**config.mk**
```make
export PLATFORM = sky130hd
export DESIGN_NAME = sdram_port_arbiter
export DESIGN_NICKNAME = d
export VERILOG_FILES = /design/src/rtl/sdram_port_arbiter.sv
export SDC_FILE = /design/constraint.sdc
export NUM_CORES = 1
export LEC_CHECK = 0
export BUFFER_PORTS_ARGS = -buffer_cell sky130_fd_sc_hd__buf_4
export CORE_ASPECT_RATIO = 0.6
export CORE_MARGIN = 2
export CORE_UTILIZATION = 45
export CTS_CLUSTER_DIAMETER = 100
export DETAILED_ROUTE_END_ITERATION = 10
export HOLD_SLACK_MARGIN = 0.05
export PLACE_DENSITY_LB_ADDON = 0.12
export SLEW_MARGIN = 20
export SYNTH_ARGS = -nofsm -noshare
export SYNTH_HDL_FRONTEND = slang
export SYNTH_SLANG_ARGS = --single-unit
```
**constraint.sdc**
```tcl
create_clock -name clk -period 2.46 [get_ports clk]
set_input_delay 0.123 -clock clk [delete_from_list [all_inputs] [get_ports clk]]
set_output_delay 0.123 -clock clk [all_outputs]
set_load 0.01 [all_outputs]
```
**src/rtl/sdram_port_arbiter.sv**
```systemverilog
// Three-master front end for the SDRAM controller's single req/ack port: round-robin with optional port-0 priority.
// m_req sampled at edge N gives s_req after edge N; losers keep m_req pending (no m_ack) until they are granted.
module sdram_port_arbiter #(
  parameter int ADDRESS_WIDTH  = 24,
  parameter int P0_PRIORITY    = 1,
  parameter int TIMEOUT_CYCLES = 255
) (
  input  logic                       clk,
  input  logic                       nreset,
  input  logic [3*ADDRESS_WIDTH-1:0] m_address,
  input  logic [95:0]                m_data_in,
  input  logic [11:0]                m_nwr,
  input  logic [2:0]                 m_req,
  output logic [2:0]                 m_ack,
  output logic [31:0]                m_rdata,
  output logic [ADDRESS_WIDTH-1:0]   s_address,
  output logic [31:0]                s_data_out,
  output logic [3:0]                 s_nwr,
  output logic                       s_req,
  input  logic                       s_ack,
  input  logic [31:0]                s_data_in,
  output logic [1:0]                 grant,
  output logic                       busy,
  output logic                       err_timeout
);

  typedef enum logic [1:0] {IDLE, REQ, RELEASE} state_t;

  localparam logic [15:0] TMO = 16'(TIMEOUT_CYCLES);

  state_t                     state_q, state_d;
  logic                       s_req_q, s_req_d;
  logic [2:0]                 m_ack_q, m_ack_d;
  logic [31:0]                m_rdata_q, m_rdata_d;
  logic [ADDRESS_WIDTH-1:0]   s_address_q, s_address_d;
  logic [31:0]                s_data_q, s_data_d;
  logic [3:0]                 s_nwr_q, s_nwr_d;
  logic [1:0]                 grant_q, grant_d;
  logic [1:0]                 last_q, last_d;
  logic                       err_q, err_d;
  logic [15:0]                cnt_q, cnt_d;

  logic [2:0]                 elig;
  logic                       found;
  logic [1:0]                 win;
  logic [1:0]                 cand;

  function automatic logic [1:0] next_port(input logic [1:0] p);
    return (p == 2'd2) ? 2'd0 : p + 2'd1;
  endfunction

  // A port whose m_ack is still high has already been served and must drop m_req first.
  always_comb begin
    elig  = m_req & ~m_ack_q;
    found = 1'b0;
    win   = 2'd0;
    cand  = next_port(last_q);
    if (P0_PRIORITY != 0 && elig[0]) begin
      found = 1'b1;
      win   = 2'd0;
    end else begin
      for (int j = 0; j < 3; j++) begin
        if (!found && elig[cand]) begin
          found = 1'b1;
          win   = cand;
        end
        cand = next_port(cand);
      end
    end
  end

  always_comb begin
    state_d     = state_q;
    s_req_d     = s_req_q;
    m_ack_d     = m_ack_q;
    m_rdata_d   = m_rdata_q;
    s_address_d = s_address_q;
    s_data_d    = s_data_q;
    s_nwr_d     = s_nwr_q;
    grant_d     = grant_q;
    last_d      = last_q;
    err_d       = err_q;
    cnt_d       = cnt_q;
    case (state_q)
      IDLE: begin
        if (found) begin
          s_address_d = m_address[int'(win)*ADDRESS_WIDTH +: ADDRESS_WIDTH];
          s_data_d    = m_data_in[int'(win)*32 +: 32];
          s_nwr_d     = m_nwr[int'(win)*4 +: 4];
          grant_d     = win;
          s_req_d     = 1'b1;
          cnt_d       = '0;
          state_d     = REQ;
        end
      end
      REQ: begin
        if (s_ack) begin
          // Writes leave the previous read data visible.
          if (s_nwr_q == 4'hF) m_rdata_d = s_data_in;
          m_ack_d[grant_q] = 1'b1;
          s_req_d          = 1'b0;
          state_d          = RELEASE;
        end else if (cnt_q != TMO) begin
          cnt_d = cnt_q + 16'd1;
          if (cnt_q + 16'd1 == TMO) err_d = 1'b1;
        end
      end
      RELEASE: begin
        if (!s_ack && !m_req[grant_q]) begin
          m_ack_d = '0;
          last_d  = grant_q;
          state_d = IDLE;
        end
      end
      default: state_d = IDLE;
    endcase
  end

  always_ff @(posedge clk) begin
    if (!nreset) begin
      state_q     <= IDLE;
      s_req_q     <= 1'b0;
      m_ack_q     <= '0;
      m_rdata_q   <= '0;
      s_address_q <= '0;
      s_data_q    <= '0;
      s_nwr_q     <= 4'hF;
      grant_q     <= 2'd0;
      last_q      <= 2'd2;
      err_q       <= 1'b0;
      cnt_q       <= '0;
    end else begin
      state_q     <= state_d;
      s_req_q     <= s_req_d;
      m_ack_q     <= m_ack_d;
      m_rdata_q   <= m_rdata_d;
      s_address_q <= s_address_d;
      s_data_q    <= s_data_d;
      s_nwr_q     <= s_nwr_d;
      grant_q     <= grant_d;
      last_q      <= last_d;
      err_q       <= err_d;
      cnt_q       <= cnt_d;
    end
  end

  assign m_ack       = m_ack_q;
  assign m_rdata     = m_rdata_q;
  assign s_address   = s_address_q;
  assign s_data_out  = s_data_q;
  assign s_nwr       = s_nwr_q;
  assign s_req       = s_req_q;
  assign grant       = grant_q;
  assign busy        = (state_q != IDLE);
  assign err_timeout = err_q;

endmodule

```
==> impl_metrics.tcl <==
set metrics [dict create \
    path_class "register to register" \
    rows 32 \
    cp-startpoint "cnt_q[0]$_SDFFE_PN0P_" \
    worstPathArrival_ns 2.60 \
    crit_cells 6 \
    ys_seq_area_frac 0.400 \
    synth_top_area_share 0.400 \
    cts-htree-levels 4 \
    synth_top_flop_cell "dfxtp_1" \
    rsz0062_at_grt "no" \
    synth_most_common_cell "nand2_1" \
    dr.pass1.iters 7 \
    worstPathMaxFanout 12 \
    wirelength_um 20300 \
    synthCells 738 \
    drc 0 \
    power-per-cell-area_mw_per_mm2 643 \
    r2r_cells 6 \
    cts_repair_resize_count 0 \
    drtIter0Drc 412 \
    avgSynthCellArea_um2 8.07 \
    viasPerCell 5.30 \
    nNetsFinal 1278 \
    hold_viol 0 \
    end_kind "register" \
    antennaDiodeCount 0 \
    ir_drop_mv 0.493 \
    die-area_mm2 0.0142 \
    tns_ns 0 \
    crit_end "cnt_q[12]$_SDFFE_PN0P_" \
    r2r-start "cnt_q[0]$_SDFFE_PN0P_" \
    hold_path.class "input pin to register" \
    run_status "finished clean" \
    routedWlPerCell_um 16.4 \
    grt_start_max_net_pins 103 \
    setup_viol 0 \
    clockBufferDepth 2 \
    report.final.slew_viol_count 0 \
    gr-total-overflow 0 \
    maxSlewHeadroom 0.596 \
    synth-edff-count 0 \
    grt_pass1_vias 6130 \
    reg2reg_slack_ns 0.21 \
    clock-skew-final_ns 0.00802 \
    synth_area_mm2 0.00596 \
    ys_seq_elements 119 \
    period_share 0.915 \
    numCtsBuffers 17 \
    power_mw 6.08 \
    clk_latency_ns 0.41 \
    place.gp.congestion 0.968 \
    critPathMaxStageDelay_ns 0.46 \
    synthTopCellsByCount "144 x nand2_1, 119 x dfxtp_1, 100 x a21oi_1" \
    fmax_ghz 0.444 \
    p_leak_nw 4.23 \
    fin_crit_ns 2.25 \
    layout-drive-gt1-share 0.360 \
    synth.area.top_cells "dfxtp_1 40%, mux2i_1 10%, nand2_1 9.1%, a211o_1 9.0%, a21oi_1 8.4%" \
    core_mm2 0.0129 \
    grt_pass1_wl_um 31500 \
    initial_core_util 0.462 \
    syn_to_final_growth_pct 58.5 \
    dp_hpwl_um 14500 \
    cts_tree "yes" \
    ios 318 \
    clk_pin_slew_ns 0.06 \
    r2r_end "cnt_q[12]$_SDFFE_PN0P_" \
    grt_usage 0.278 \
    fillerInstances 995 \
    vias 6573 \
    clkSinkCount 119 \
    crit_buf_inv 0 \
    yosysTopAreaCell "dfxtp_1" \
    ys_async_sr_fraction 0 \
    final_antenna_net_count 0 \
    die_width_um 153 \
    cp-start-kind "register" \
    worst_slew_pin_slew_ns 0.607 \
    path_cells "ha_1, nand3_1, nor2_1, a41o_1, and2_1, o221a_2" \
    antenna_found_initial 0 \
    die_h_um 93.1 \
    crit_required_ns 2.81 \
    cts_root_buffer "clkbuf_16" \
    syn-num-nets 958 \
    slowest_stage "and2_1" \
    numPortBuffers 317 \
    drv_cap 0 \
    yosysWarningCount 0 \
    path_delay_family "simple AND/OR/NAND/NOR gates" \
    synth_cell_types 47 \
]
==> worst reg2reg max path, stage by stage (launching register included) <==
cell and delay [ns]:
dfxtp_1 0.45, ha_1 0.30, nand3_1 0.12, nor2_1 0.18
a41o_1 0.42, and2_1 0.46, o221a_2 0.26
==> flip-flops by register name, indices dropped and copies added, names as in the netlist, 2 cells and up <==
name,count
m_rdata,32
m_ack,3
grant,2
cnt_q,16
s_data_out,32
s_address,24
state_q,2
last_q,2
s_nwr,4
==> what timing repair did <==
| item | 4_1_cts | 5_1_grt |
|---|---|---|
| hold endpoints to repair | 36 | 0 |
| hold buffers | 34 | 0 |
| buffers inserted | 0 | 0 |
==> where the power goes <==
group	switching, mW	internal [mW]	leakage (nW)
Sequential	0.0913	2.08	0.974
Combinational	0.663	0.755	2.97
Clock	0.967	1.52	0.288
==> metal layers <==
layer	wire, um	track usage	up-vias	part of all wire
met3	1440	0.0709	37	0.071
met5	0	0	-	0
met4	420	0.0864	0	0.021
li1	-	-	3254	-
met1	8820	0.361	3023	0.43
met2	9630	0.459	259	0.47
==> kinds of logic (layout without fill, tap and decap cells) <==
logic type | count (synthesis) | in the layout | share of synthesized area
xor+xnor | 3 | 3 | 0.00441
mux | 62 | 62 | 0.104
simple gates | 278 | 278 | 0.202
compound gates | 202 | 202 | 0.231
fa+ha+maj | 2 | 2 | 0.00420
buf+inv | 72 | 405 | 0.0542
flops | 119 | 119 | 0.400
==> final cells by class <==
class,count,area [um2],share of cell area
clock buffers,17,425,0.0450
clock inverters,15,169,0.0179
inverters,7,27.5,0.00291
multi-input cells,547,3280,0.348
flip-flops and latches,119,2380,0.252
well taps,170,213,0.0225
repair buffers,366,2950,0.312
==> through the flow <==
step | std cells | worst slack, ns | hold WS (ns) | area, um2 | util
floorplan | 738 | 0.588 | 0.259 | 5960 | -
global placement | 1175 | 0.381 | 0.371 | 8510 | 0.660
detailed placement | 1175 | 0.300 | 0.380 | 8510 | 0.660
CTS | 1241 | 0.256 | 0.0824 | 9440 | 0.733
global route | 1241 | 0.0118 | 0.113 | 9440 | 0.733
finish | 1241 | 0.208 | 0.101 | 9440 | 0.733
==> how the worst min path moves through the flow <==
stage | start | end | slack (ns) | depth (start not counted)
3_5_place_dp | s_data_in[1] | m_rdata[1]$_SDFFE_PN0P_ | 0.38 | 3
2_1_floorplan | s_data_in[0] | m_rdata[0]$_SDFFE_PN0P_ | 0.26 | 2
4_1_cts | m_req[1] | last_q[0]$_SDFFE_PN0P_ | 0.08 | 4
5_1_grt | m_data_in[89] | s_data_out[25]$_SDFFE_PN0P_ | 0.11 | 4
3_3_place_gp | s_data_in[9] | m_rdata[9]$_SDFFE_PN0P_ | 0.37 | 3
6_report | m_req[1] | last_q[0]$_SDFFE_PN0P_ | 0.10 | 4
==> layout by cell type, fill, tap and decap left out, types with 4 or more instances in the layout <==
cell / count
a211o_1: 61
a211oi_1: 4
a21oi_1: 100
buf_12: 9
buf_4: 323
clkbuf_16: 17
dfxtp_1: 119
dlygate4sd3_1: 34
inv_1: 6
inv_6: 4
mux2i_1: 62
nand2_1: 144
nand2b_1: 7
nand3_1: 8
nand4_1: 6
nor2_1: 78
nor3_1: 9
o21ai_0: 10
o221a_2: 11
Note: power is estimated with default switching activity, not from simulation.
